**src/rtl/sfx_scheduler_if.sv**
```systemverilog
// Request/tone bus between the game-event side and the sound-effect scheduler.
// The master raises effect requests and mute; the slave (scheduler) drives the
// tone path and status back.
interface sfx_scheduler_if #(
    parameter int DIV_W = 22
);
    logic [3:0]       req;
    logic             mute;
    logic [DIV_W-1:0] note_div;
    logic [2:0]       volume;
    logic             busy;
    logic [1:0]       active_id;
    logic             done;

    modport master (
        output req,
        output mute,
        input  note_div,
        input  volume,
        input  busy,
        input  active_id,
        input  done
    );

    modport slave (
        input  req,
        input  mute,
        output note_div,
        output volume,
        output busy,
        output active_id,
        output done
    );
endinterface

```
**src/rtl/sfx_scheduler.sv**
```systemverilog
// Sound-effect scheduler: owns the single tone generator path and plays short
// fixed tone sequences from an internal ROM on behalf of four requesters,
// arbitrating by fixed priority with preemption (higher or equal ID wins).
module sfx_scheduler #(
    parameter int TICK_CYCLES = 5_000_000,
    parameter int DIV_W       = 22
) (
    input logic       clk,
    input logic       rst,
    sfx_scheduler_if.slave bus
);
    localparam int               CYC_W      = (TICK_CYCLES > 1) ? $clog2(TICK_CYCLES) : 1;
    localparam logic [CYC_W-1:0] CYC_LAST   = CYC_W'(TICK_CYCLES - 1);
    localparam logic [DIV_W-1:0] DIV_SILENT = '1;

    typedef enum logic {IDLE, PLAY} state_t;

    typedef struct packed {
        logic [DIV_W-1:0] div;
        logic [2:0]       vol;
    } tone_t;

    // Tone part of the effect ROM, indexed by {id, step}; unused slots are silent.
    function automatic tone_t rom_tone(input logic [1:0] id, input logic [1:0] step);
        tone_t t;
        t = '{DIV_SILENT, 3'd0};
        case ({id, step})
            4'b00_00: t = '{DIV_W'(113636), 3'd4};
            4'b01_00: t = '{DIV_W'(56818),  3'd4};
            4'b10_00: t = '{DIV_W'(75757),  3'd3};
            4'b10_01: t = '{DIV_SILENT,     3'd0};
            4'b10_10: t = '{DIV_W'(75757),  3'd3};
            4'b11_00: t = '{DIV_W'(95419),  3'd5};
            4'b11_01: t = '{DIV_W'(75757),  3'd5};
            4'b11_10: t = '{DIV_W'(63775),  3'd5};
            default:  t = '{DIV_SILENT, 3'd0};
        endcase
        return t;
    endfunction

    // Duration part of the effect ROM in ticks; unused slots last one tick.
    function automatic logic [3:0] rom_ticks(input logic [1:0] id, input logic [1:0] step);
        logic [3:0] n;
        n = 4'd1;
        case ({id, step})
            4'b00_00: n = 4'd3;
            4'b01_00: n = 4'd12;
            4'b10_00: n = 4'd2;
            4'b10_01: n = 4'd1;
            4'b10_10: n = 4'd2;
            4'b11_00: n = 4'd4;
            4'b11_01: n = 4'd4;
            4'b11_10: n = 4'd8;
            default:  n = 4'd1;
        endcase
        return n;
    endfunction

    // Index of the final step of each effect.
    function automatic logic [1:0] last_step(input logic [1:0] id);
        return (id[1]) ? 2'd2 : 2'd0;
    endfunction

    state_t           state_reg, state_next;
    logic [CYC_W-1:0] cyc_cnt_reg, cyc_cnt_next;
    logic [3:0]       tick_cnt_reg, tick_cnt_next;
    logic [1:0]       step_idx_reg, step_idx_next;
    logic [1:0]       active_id_reg, active_id_next;
    logic [DIV_W-1:0] note_div_reg, note_div_next;
    logic [2:0]       volume_reg, volume_next;
    logic             busy_reg, busy_next;
    logic             done_reg, done_next;

    logic [1:0] cand;
    logic       req_any;
    logic       tick_end;
    logic       step_end;
    logic       finish;
    logic       start;
    tone_t      out_tone;

    // Priority encoder: only the highest requested ID is considered.
    always_comb begin
        cand = 2'd0;
        casez (bus.req)
            4'b1???: cand = 2'd3;
            4'b01??: cand = 2'd2;
            4'b001?: cand = 2'd1;
            default: cand = 2'd0;
        endcase
    end

    // State and registered outputs; reset silences the path immediately.
    always_ff @(posedge clk) begin
        if (rst) begin
            state_reg     <= IDLE;
            cyc_cnt_reg   <= '0;
            tick_cnt_reg  <= '0;
            step_idx_reg  <= '0;
            active_id_reg <= '0;
            note_div_reg  <= DIV_SILENT;
            volume_reg    <= '0;
            busy_reg      <= 1'b0;
            done_reg      <= 1'b0;
        end else begin
            state_reg     <= state_next;
            cyc_cnt_reg   <= cyc_cnt_next;
            tick_cnt_reg  <= tick_cnt_next;
            step_idx_reg  <= step_idx_next;
            active_id_reg <= active_id_next;
            note_div_reg  <= note_div_next;
            volume_reg    <= volume_next;
            busy_reg      <= busy_next;
            done_reg      <= done_next;
        end
    end

    // Next state: arbitration, tick counting and step sequencing. A request on
    // the completion edge is a fresh start even if its ID is lower.
    always_comb begin
        req_any  = |bus.req;
        tick_end = (state_reg == PLAY) && (cyc_cnt_reg == CYC_LAST);
        step_end = tick_end && (tick_cnt_reg == 4'd1);
        finish   = step_end && (step_idx_reg == last_step(active_id_reg));
        start    = req_any && ((state_reg == IDLE) || finish || (cand >= active_id_reg));

        state_next     = state_reg;
        cyc_cnt_next   = cyc_cnt_reg;
        tick_cnt_next  = tick_cnt_reg;
        step_idx_next  = step_idx_reg;
        active_id_next = active_id_reg;

        if (state_reg == PLAY) begin
            cyc_cnt_next = tick_end ? '0 : cyc_cnt_reg + 1'b1;
        end

        if (start) begin
            state_next     = PLAY;
            active_id_next = cand;
            step_idx_next  = 2'd0;
            cyc_cnt_next   = '0;
            tick_cnt_next  = rom_ticks(cand, 2'd0);
        end else if (finish) begin
            state_next    = IDLE;
            step_idx_next = 2'd0;
            tick_cnt_next = '0;
            cyc_cnt_next  = '0;
        end else if (step_end) begin
            step_idx_next = step_idx_reg + 2'd1;
            tick_cnt_next = rom_ticks(active_id_reg, step_idx_reg + 2'd1);
        end else if (tick_end) begin
            tick_cnt_next = tick_cnt_reg - 4'd1;
        end
    end

    // Output values to register: ROM tone of the step being entered, mute gating volume.
    always_comb begin
        out_tone    = rom_tone(active_id_next, step_idx_next);
        note_div_next = DIV_SILENT;
        volume_next   = 3'd0;
        busy_next     = 1'b0;
        done_next     = finish;
        if (state_next == PLAY) begin
            note_div_next = out_tone.div;
            volume_next   = bus.mute ? 3'd0 : out_tone.vol;
            busy_next     = 1'b1;
        end
    end

    assign bus.note_div  = note_div_reg;
    assign bus.volume    = volume_reg;
    assign bus.busy      = busy_reg;
    assign bus.active_id = active_id_reg;
    assign bus.done      = done_reg;

endmodule

```
**src/flat_wrapper.sv**
```systemverilog
// flat-port wrapper written by rule: the top's interface ports become plain ports
module sfx_scheduler_flat 
#(
    parameter int TICK_CYCLES = 5_000_000,
    parameter int DIV_W       = 22
)
  (clk, rst, bus_req, bus_mute, bus_note_div, bus_volume, bus_busy, bus_active_id, bus_done);
  sfx_scheduler_if #(.DIV_W(DIV_W)) bus_i ();
  input logic clk;
  input logic rst;
  input wire logic [$bits(bus_i.req)-1:0] bus_req;
  input wire logic [$bits(bus_i.mute)-1:0] bus_mute;
  output wire logic [$bits(bus_i.note_div)-1:0] bus_note_div;
  output wire logic [$bits(bus_i.volume)-1:0] bus_volume;
  output wire logic [$bits(bus_i.busy)-1:0] bus_busy;
  output wire logic [$bits(bus_i.active_id)-1:0] bus_active_id;
  output wire logic [$bits(bus_i.done)-1:0] bus_done;
  assign bus_i.req = bus_req;
  assign bus_i.mute = bus_mute;
  assign bus_note_div = bus_i.note_div;
  assign bus_volume = bus_i.volume;
  assign bus_busy = bus_i.busy;
  assign bus_active_id = bus_i.active_id;
  assign bus_done = bus_i.done;
  sfx_scheduler #(.TICK_CYCLES(TICK_CYCLES), .DIV_W(DIV_W)) u_core (.clk(clk), .rst(rst), .bus(bus_i));
endmodule
```
**config.mk**
```make
export PLATFORM = sky130hd
export DESIGN_NAME = sfx_scheduler_flat
export DESIGN_NICKNAME = d
export VERILOG_FILES = /design/src/rtl/sfx_scheduler_if.sv /design/src/rtl/sfx_scheduler.sv /design/src/flat_wrapper.sv
export SDC_FILE = /design/constraint.sdc
export NUM_CORES = 1
export LEC_CHECK = 0
export BUFFER_PORTS_ARGS = -buffer_cell sky130_fd_sc_hd__buf_2
export CAP_MARGIN = 15
export CORE_ASPECT_RATIO = 1.5
export CORE_MARGIN = 3
export CORE_UTILIZATION = 50
export CTS_BUF_LIST = sky130_fd_sc_hd__clkbuf_4
export DETAILED_ROUTE_END_ITERATION = 16
export GPL_TIMING_DRIVEN = 0
export PLACE_DENSITY_LB_ADDON = 0.15
export REMOVE_ABC_BUFFERS = 1
export SYNTH_ARGS = -nofsm -noshare
export SYNTH_HDL_FRONTEND = slang
export SYNTH_SLANG_ARGS = --single-unit
```
**constraint.sdc**
```tcl
create_clock -name clk -period 2.9 [get_ports clk]
set_clock_uncertainty 0.2 [all_clocks]
set_input_delay 0.58 -clock clk [delete_from_list [all_inputs] [get_ports clk]]
set_output_delay 0.58 -clock clk [all_outputs]
set_load 0.005 [all_outputs]
```
==> impl_metrics.py, run 1 <==
metrics = {
    "clocking": {
        "clk_latency_ns": 0.38,
        "cts_tree": "built",
        "clk_pin_slew_ns": 0.14,
        "htreeDepth": 2,
        "cts_buffers": 5,
        "cts_sinks": 49,
        "root_buffer": "clkbuf_4",
        "cts_buffer_depth": 2,
    },
    "timing": {
        "fin_ws_ns": 0.110,
        "report.final.slew_viol_count": 0,
        "whs_ns": 0.184,
        "fmax_mhz": 358,
        "period_share_pct": 96.2,
        "timing.slew.headroom_pct": 48.6,
        "min_period_ns": 2.79,
        "hold_viol_final": 0,
        "rsz0062_at_grt": "no",
        "setup_violations": 0,
        "tightest_slew_ns": 0.766,
        "tns_ns": 0,
    },
    "place": {
        "gp_congestion": 0.958,
        "pre_cts_ws_ns": -0.410,
        "io_buffers": 35,
        "hpwl_um": 5170,
    },
    "detailed_routing": {
        "wl_met2_um": 3480,
        "vias": 2460,
        "wirelength_um": 6650,
        "antenna_left": 0,
        "dr.pass1.iters": 4,
        "drt-met1-wl_um": 2620,
        "drt_iter0_drc": 168,
        "routed_via_density": 5.79,
        "met3WireLength_um": 284,
        "dr.max_layer_used": "met4",
        "wl_per_cell_um": 15.7,
        "remaining_drc_errors": 0,
    },
    "cells_and_area": {
        "largest_reg_flops": 23,
        "drive_gt1_share_pct": 21.0,
        "fillers": 488,
        "final_nets": 371,
        "antennaDiodeCount": 0,
        "final_util_pct": 58.6,
        "syn_to_final_growth_pct": 11.4,
    },
    "yosys": {
        "synth-seq-area-share_pct": 35.8,
        "ys_async_sr_fraction_pct": 0,
        "synth_area_leaders": "dfxtp_1, nor2_1, xor2_1",
        "synth_cell_type_count": 62,
        "yosys_warnings": 0,
        "syn_area_per_cell_um2": 8.38,
        "syn_area_um2": 2740,
        "synth_top_area_share_pct": 35.8,
        "synth_common_cells": "dfxtp_1, nor2_1, nand2_1",
        "synth_edf_count": 0,
        "ys_ff_latch": 49,
        "ys.flop_type": "dfxtp_1",
        "yosys.area.top_type": "dfxtp_1",
        "yosysMostFrequentCell": "dfxtp_1",
        "synth_cells": 327,
    },
    "grt": {
        "grt_pass1_wl_um": 11100,
        "grt_pass1_vias": 2359,
        "antenna_found_initial": 0,
        "track_usage_pct": 22.0,
        "grt_remaining_overflow": 0,
        "grt_start_max_net_pins": 21,
    },
    "pwr": {
        "p_leak_nw": 1.19,
        "peakVddDrop_mv": 0.367,
        "p_total_w": 0.00134,
        "p_per_area_nw_per_um2": 439,
    },
    "worst_setup_path": {
        "critPathKind": "reg2reg",
        "critical_path.max_fanout": 6,
        "crit_path_end_kind": "flip-flop",
        "worst-endpoint-required_ns": 2.98,
        "arrival_ns": 2.87,
        "start_kind": "flip-flop",
    },
    "floorplanning": {
        "std_cell_rows": 32,
        "start_util_pct": 52.6,
        "die_w_um": 66.4,
        "die_area_um2": 6420,
        "dieHeight_um": 96.6,
        "ios": 36,
        "core-area_um2": 5200,
    },
    "flow_run": {
        "max_cap_viol_count": 0,
    },
    "worst_hold_path": {
        "hold_path_class": "in2reg",
    },
    "run_status": {
        "status": "finished clean",
    },
}
[placed cells by master (no fill, tap or decap), drive strengths merged, types with 8 or more instances in the layout]
master  instances
dfxtp          49
nor2           45
buf            39
nand2          31
inv            17
a21oi          16
nand3          15
xor2           14
nand4          12
xnor2           8
ha              8
[routing by layer]
| metal | vias up | GRT usage, % |
|---|---|---|
| li1 | 1220 | - |
| met1 | 1143 | 24.5 |
| met2 | 74 | 38.6 |
| met3 | 23 | 3.60 |
| met4 | 0 | 11.3 |
| met5 | - | 0 |
[worst paths after layout]
kind	cells after the start	to	slack, ns	startpoint
max	6	u_core.bus.note_div[20]	0.11	u_core.cyc_cnt_reg[7]
max reg2reg	6	u_core.bus.note_div[20]	0.11	u_core.cyc_cnt_reg[7]
min	2	u_core.bus.volume[0]	0.18	bus_mute
min reg2reg	2	u_core.cyc_cnt_reg[3]	0.31	u_core.cyc_cnt_reg[3]
[stage by stage]
| step | area (um^2) | instances |
|---|---|---|
| after floorplan | 2640 | 310 |
| after global placement | 2900 | 413 |
| after detailed placement | 2900 | 413 |
| after CTS | 3010 | 422 |
| after global routing | 3050 | 425 |
| final | 3050 | 425 |
[logic make-up (layout without fill, tap and decap cells)]
logic type	Yosys count	count (layout)	synth area share [%]
buf+inv	35	65	6.08
simple gates	146	146	28.6
xor+xnor	22	22	7.04
fa+ha+maj	8	8	3.65
flops	49	49	35.8
compound gates	60	60	15.9
mux	7	7	2.88
[where the power goes]
part           total [W]  switching [W]  internal (W)
clock network   0.000411       0.000228      0.000183
registers       0.000724      0.0000230      0.000701
logic           0.000204       0.000118     0.0000860
[area by class of cell]
class	instances	area, um^2	area share [%]
sequential	49	986	32.3
inverter	18	67.6	2.21
timing repair buffer	39	205	6.72
tap	68	85.1	2.79
clock inverter	3	46.3	1.52
multi-input combinational	243	1620	53.2
clock buffer	5	37.5	1.23
[critical path, cell delays in order (launching register included)]
cell,delay [ns]
dfxtp_1,0.37
or4b_4,0.55
or4_4,0.54
nor2_8,0.17
mux2i_4,0.28
or3b_1,0.36
a31o_1,0.23
[repair_timing]
action                     CTS  global route
setup endpoints to repair   28            37
hold buffers                 0             0
gates resized for setup      5             6
buffers inserted             1             3
pin swaps                    1             2
Power figures use the tool's default switching activity.
==> run 2: changes to the inputs <==
--- a/config.mk
+++ b/config.mk
@@ -12,7 +12,6 @@
 export CORE_UTILIZATION = 50
 export CTS_BUF_LIST = sky130_fd_sc_hd__clkbuf_4
 export DETAILED_ROUTE_END_ITERATION = 16
-export GPL_TIMING_DRIVEN = 0
 export PLACE_DENSITY_LB_ADDON = 0.15
 export REMOVE_ABC_BUFFERS = 1
 export SYNTH_ARGS = -nofsm -noshare
==> run 2 against run 1 <==
Global-route usage is 1.1 points higher. Sequential power is 2% lower. Die area stayed put. Critical endpoint unchanged. Largest cell class unchanged.
==> impl_metrics.py, run 2 (synthesized netlist as in run 1, its figures left out) <==
metrics = {
    "timing": {
        "tightest_slew_ns": 0.544,
        "hold_viol_final": 0,
        "period_share_pct": 95.2,
        "setup_violations": 0,
        "timing.slew.headroom_pct": 63.5,
        "fin_ws_ns": 0.138,
        "report.final.slew_viol_count": 0,
        "fmax_mhz": 362,
        "rsz0062_at_grt": "no",
        "min_period_ns": 2.76,
        "tns_ns": 0,
    },
    "cells_and_area": {
        "multi_input_area_um2": 1600,
        "postLayoutCellArea_um2": 3230,
        "syn_to_final_growth_pct": 17.9,
        "largest_reg_flops": 23,
        "fillers": 501,
        "final_common_cell": "dfxtp_1",
        "drive_gt1_share_pct": 23.9,
        "antennaDiodeCount": 0,
        "ff_latch_area_um2": 981,
        "most-common-layout-cells": "dfxtp_1, nor2_1, buf_2, nand2_1, buf_4",
        "final_nets": 394,
        "final_util_pct": 62.0,
    },
    "worst_setup_path": {
        "arrival_ns": 2.85,
        "critPathKind": "reg2reg",
        "start_kind": "flip-flop",
        "worst-endpoint-required_ns": 2.99,
        "crit_path_end_kind": "flip-flop",
        "r2r_setup_slack_ns": 0.14,
        "critical_path.max_fanout": 6,
    },
    "clocking": {
        "clk_latency_ns": 0.37,
        "cts_sinks": 49,
        "root_buffer": "clkbuf_4",
        "cts_buffer_depth": 2,
        "holdBufCountCts": 0,
        "clk_pin_slew_ns": 0.15,
        "cts_buffers": 5,
        "htreeDepth": 2,
        "cts_tree": "built",
        "postCtsSetupBuffers": 0,
    },
    "detailed_routing": {
        "wl_met2_um": 3520,
        "routed_via_density": 5.76,
        "drt-met1-wl_um": 2680,
        "vias": 2579,
        "met3WireLength_um": 277,
        "drt_iter0_drc": 117,
        "remaining_drc_errors": 0,
        "antenna_left": 0,
        "dr.pass1.iters": 4,
        "dr.max_layer_used": "met4",
        "wl_per_cell_um": 15.5,
        "wirelength_um": 6940,
    },
    "run_status": {
        "status": "finished clean",
    },
    "grt": {
        "track_usage_pct": 23.1,
        "grt_pass1_vias": 2500,
        "grt_remaining_overflow": 0,
        "grt_pass1_wl_um": 11700,
        "antenna_found_initial": 0,
        "grt_start_max_net_pins": 21,
    },
    "pwr": {
        "peakVddDrop_mv": 0.289,
        "p_leak_nw": 1.31,
        "p_total_w": 0.00145,
        "p_per_area_nw_per_um2": 448,
    },
    "place": {
        "gp_congestion": 0.946,
        "placed_area_um2": 3120,
        "io_buffers": 35,
        "pre_cts_ws_ns": -0.158,
        "hpwl_um": 5510,
    },
    "floorplanning": {
        "ios": 36,
        "core-area_um2": 5200,
        "dieHeight_um": 96.6,
        "start_util_pct": 52.6,
        "die_w_um": 66.4,
        "std_cell_rows": 32,
        "die_area_um2": 6420,
    },
    "worst_hold_path": {
        "hold_path_class": "in2reg",
    },
    "flow_run": {
        "max_cap_viol_count": 0,
    },
}
-- run 2: cell types whose count changed in the layout (fill, tap and decap cells not counted), moves of 2 or more --
cell and change:
dfxtp_1 +4, nor2_1 +2, buf_4 +22, dfxtp_2 -4, nor2_2 -2
-- run 2: area by class of cell --
type / count / share of cell area, %
repair buffers: 62 / 12.1
inverters: 18 / 2.09
clock inverters: 3 / 2.13
well taps: 68 / 2.63
multi-input cells: 243 / 49.5
clock buffers: 5 / 1.16
flip-flops and latches: 49 / 30.4
-- run 2: repair_timing --
action	in CTS	in global routing
hold endpoints to repair	0	0
gates resized for setup	0	2
setup endpoints to repair	0	7
-- run 2: stage by stage --
stage,hold slack [ns],cells
2_1_floorplan,0.267,310
3_3_place_gp,0.287,440
3_5_place_dp,0.302,440
4_1_cts,0.169,448
5_1_grt,0.165,448
6_report,0.186,448
-- run 2: worst paths after layout --
check / from / end / cells after the start
hold / removal: bus_mute / u_core.bus.volume[0] / 2
hold reg to reg: u_core.cyc_cnt_reg[1] / u_core.cyc_cnt_reg[1] / 2
setup / recovery: u_core.cyc_cnt_reg[7] / u_core.bus.note_div[20] / 6
setup reg to reg: u_core.cyc_cnt_reg[7] / u_core.bus.note_div[20] / 6
-- run 2: critical path, stage by stage (launching register included) --
cell and delay, ns:
dfxtp_1 0.37, or4b_4 0.54, or4_4 0.55, nor2_8 0.16, mux2i_2 0.27, or3b_1 0.36
a31o_1 0.22
-- run 2: per-layer routing --
metal | vias to the layer above | track usage (%)
li1 | 1270 | -
met1 | 1189 | 25.1
met2 | 83 | 40.6
met3 | 37 | 4.07
met4 | 0 | 13.0
met5 | - | 0
-- run 2: power by group --
| group | switching (W) | leakage, nW | internal (W) |
|---|---|---|---|
| registers | 0.0000125 | 0.400 | 0.000700 |
| clock network | 0.000226 | 0.0558 | 0.000272 |
| logic | 0.000132 | 0.858 | 0.000106 |
==> run 3: changes to the inputs <==
--- a/config.mk
+++ b/config.mk
@@ -5,10 +5,11 @@
 export SDC_FILE = /design/constraint.sdc
 export NUM_CORES = 1
 export LEC_CHECK = 0
+export ABC_AREA = 1
 export BUFFER_PORTS_ARGS = -buffer_cell sky130_fd_sc_hd__buf_2
 export CAP_MARGIN = 15
 export CORE_ASPECT_RATIO = 1.5
-export CORE_MARGIN = 3
+export CORE_MARGIN = 2
 export CORE_UTILIZATION = 50
 export CTS_BUF_LIST = sky130_fd_sc_hd__clkbuf_4
 export DETAILED_ROUTE_END_ITERATION = 16
==> run 3 against run 2 <==
Core utilization shrank 5.4 points. Highest routed layer unchanged. First-iteration DRC count shrank 25%. Largest power group unchanged. Non-clock buffer count shrank 25. Critical path depth grew 3. Area after synthesis shrank 3.7%. Largest cell class unchanged. Total power shrank 6.6%. Final area shrank 10%. Flip-flop and latch count is the same. Synthesized cell count grew 11%.
==> impl_metrics.py, run 3 <==
metrics = {
    "run_status": {
        "status": "finished clean",
    },
    "clocking": {
        "cts.repair.resized": 0,
        "clk_latency_ns": 0.37,
        "root_buffer": "clkbuf_4",
        "postCtsSetupBuffers": 0,
        "cts_tree": "built",
        "cts_sinks": 49,
        "cts_buffer_depth": 2,
        "htreeDepth": 2,
        "clk_pin_slew_ns": 0.15,
        "holdBufCountCts": 0,
        "cts_buffers": 5,
    },
    "floorplanning": {
        "die_w_um": 63.3,
        "core-area_um2": 5120,
        "ios": 36,
        "dieHeight_um": 93.0,
        "start_util_pct": 51.5,
        "std_cell_rows": 32,
        "die_area_um2": 5890,
    },
    "worst_setup_path": {
        "worst-endpoint-required_ns": 3.00,
        "cp_top_family": "simple AND/OR/NAND/NOR gates",
        "arrival_ns": 2.45,
        "slowest_delay_ns": 0.51,
        "crit_chain": "inv_2 > ha_1 > a21oi_1 > nand3_2 > nand2_4 > inv_2 > nor2_2 > nand2_1 > nor3_1",
        "crit_buf_inv": 2,
        "cpMaxStageDelayCell": "dfxtp_1",
        "critPathMostFrequentCell": "inv_2",
        "critPathKind": "reg2reg",
        "critical_path.max_fanout": 14,
        "crit_path_end_kind": "flip-flop",
        "start_kind": "flip-flop",
    },
    "yosys": {
        "ys.flop_type": "dfxtp_1",
        "syn_area_um2": 2640,
        "yosys_warnings": 0,
        "synth-seq-area-share_pct": 37.2,
        "synth_area_leaders": "dfxtp_1, nand2_1, nor2_1",
        "synth_cells": 364,
        "ys_ff_latch": 49,
        "syn_area_per_cell_um2": 7.25,
        "synth_top_area_share_pct": 37.2,
        "yosysMostFrequentCell": "nand2_1",
        "ys_async_sr_fraction_pct": 0,
        "synth_edf_count": 0,
        "synth_common_cells": "nand2_1, nor2_1, dfxtp_1",
        "synth_cell_type_count": 36,
        "yosys.area.top_type": "dfxtp_1",
    },
    "cells_and_area": {
        "final_util_pct": 56.6,
        "ff_latch_area_um2": 981,
        "multi_input_area_um2": 1360,
        "final_cells": 464,
        "largest_reg_flops": 23,
        "drive_gt1_share_pct": 21.7,
        "most-common-layout-cells": "nand2_1, nor2_1, dfxtp_1, inv_1, buf_2",
        "final_common_cell": "nand2_1",
        "fillers": 539,
        "postLayoutCellArea_um2": 2900,
        "syn_to_final_growth_pct": 9.96,
        "antennaDiodeCount": 0,
        "final_nets": 410,
    },
    "timing": {
        "timing.slew.headroom_pct": 77.1,
        "fmax_mhz": 424,
        "hold_viol_final": 0,
        "tns_ns": 0,
        "fin_ws_ns": 0.541,
        "report.final.slew_viol_count": 0,
        "period_share_pct": 81.3,
        "rsz0062_at_grt": "no",
        "min_period_ns": 2.36,
        "tightest_slew_ns": 0.340,
        "setup_violations": 0,
    },
    "pwr": {
        "peakVddDrop_mv": 0.375,
        "p_per_area_nw_per_um2": 466,
        "p_leak_nw": 1.26,
    },
    "grt": {
        "track_usage_pct": 20.6,
        "antenna_found_initial": 0,
        "grt_start_max_net_pins": 18,
        "grt_pass1_vias": 2252,
        "grt_remaining_overflow": 0,
        "grt_pass1_wl_um": 9610,
    },
    "flow_run": {
        "max_cap_viol_count": 0,
    },
    "place": {
        "pre_cts_ws_ns": 0.220,
        "place_inst": 456,
        "placed_area_um2": 2820,
        "io_buffers": 35,
        "hpwl_um": 4370,
        "gp_congestion": 0.845,
    },
    "detailed_routing": {
        "met3WireLength_um": 112,
        "drt_iter0_drc": 88,
        "remaining_drc_errors": 0,
        "wl_per_cell_um": 11.9,
        "wl_met2_um": 2970,
        "wirelength_um": 5520,
        "drt-met1-wl_um": 2320,
        "antenna_left": 0,
        "routed_via_density": 4.91,
        "dr.max_layer_used": "met4",
        "dr.pass1.iters": 4,
        "vias": 2276,
    },
    "worst_hold_path": {
        "hold_path_class": "in2reg",
    },
}
==> run 3: per-layer routing <==
metal  vias up  track usage (%)
met3        11             3.25
met5         -                0
met1      1031             21.8
met2        30             39.2
li1       1204                -
met4         0             9.42
==> run 3: final timing paths <==
check                                         endpoint  depth (start not counted)                    start  slack [ns]
worst max-delay path             u_core.cyc_cnt_reg[8]                          9  u_core.bus.active_id[1]        0.54
worst min-delay path              u_core.bus.volume[2]                          4                 bus_mute        0.27
worst max register to register   u_core.cyc_cnt_reg[8]                          9  u_core.bus.active_id[1]        0.54
worst min register to register  u_core.cyc_cnt_reg[20]                          2   u_core.cyc_cnt_reg[20]        0.30
==> run 3: worst reg2reg max path: stages, from the launching register on <==
cell,delay (ns)
dfxtp_1,0.51
inv_2,0.09
ha_1,0.30
a21oi_1,0.19
nand3_2,0.15
nand2_4,0.21
inv_2,0.07
nor2_2,0.13
nand2_1,0.21
nor3_1,0.23
==> run 3: through the flow <==
stage / hold slack [ns] / total power [W]
floorplan: 0.251 / 0.000871
global placement: 0.289 / 0.000945
detailed placement: 0.282 / 0.000946
CTS: 0.250 / 0.00137
global route: 0.257 / 0.00142
finish: 0.274 / 0.00135
==> run 3: kinds of logic after synthesis <==
group | synth area share (%)
and+or+nand+nor | 35.1
buffers and inverters | 11.4
DFF | 37.2
AOI/OAI and AO/OA | 8.58
xor gates and xnor gates | 3.98
adders and majority gates | 3.79
==> run 3: layout make-up <==
type | count | share of cell area (%)
timing repair buffer | 37 | 6.55
multi-input combinational | 248 | 46.8
inverter | 54 | 6.99
sequential | 49 | 33.8
tap | 68 | 2.93
clock buffer | 5 | 1.29
clock inverter | 3 | 1.64
==> run 3: power breakdown <==
part | switching, W | total (W) | internal [W]
Combinational | 0.000119 | 0.000200 | 0.0000807
Clock | 0.000235 | 0.000423 | 0.000188
Sequential | 0.0000248 | 0.000730 | 0.000705
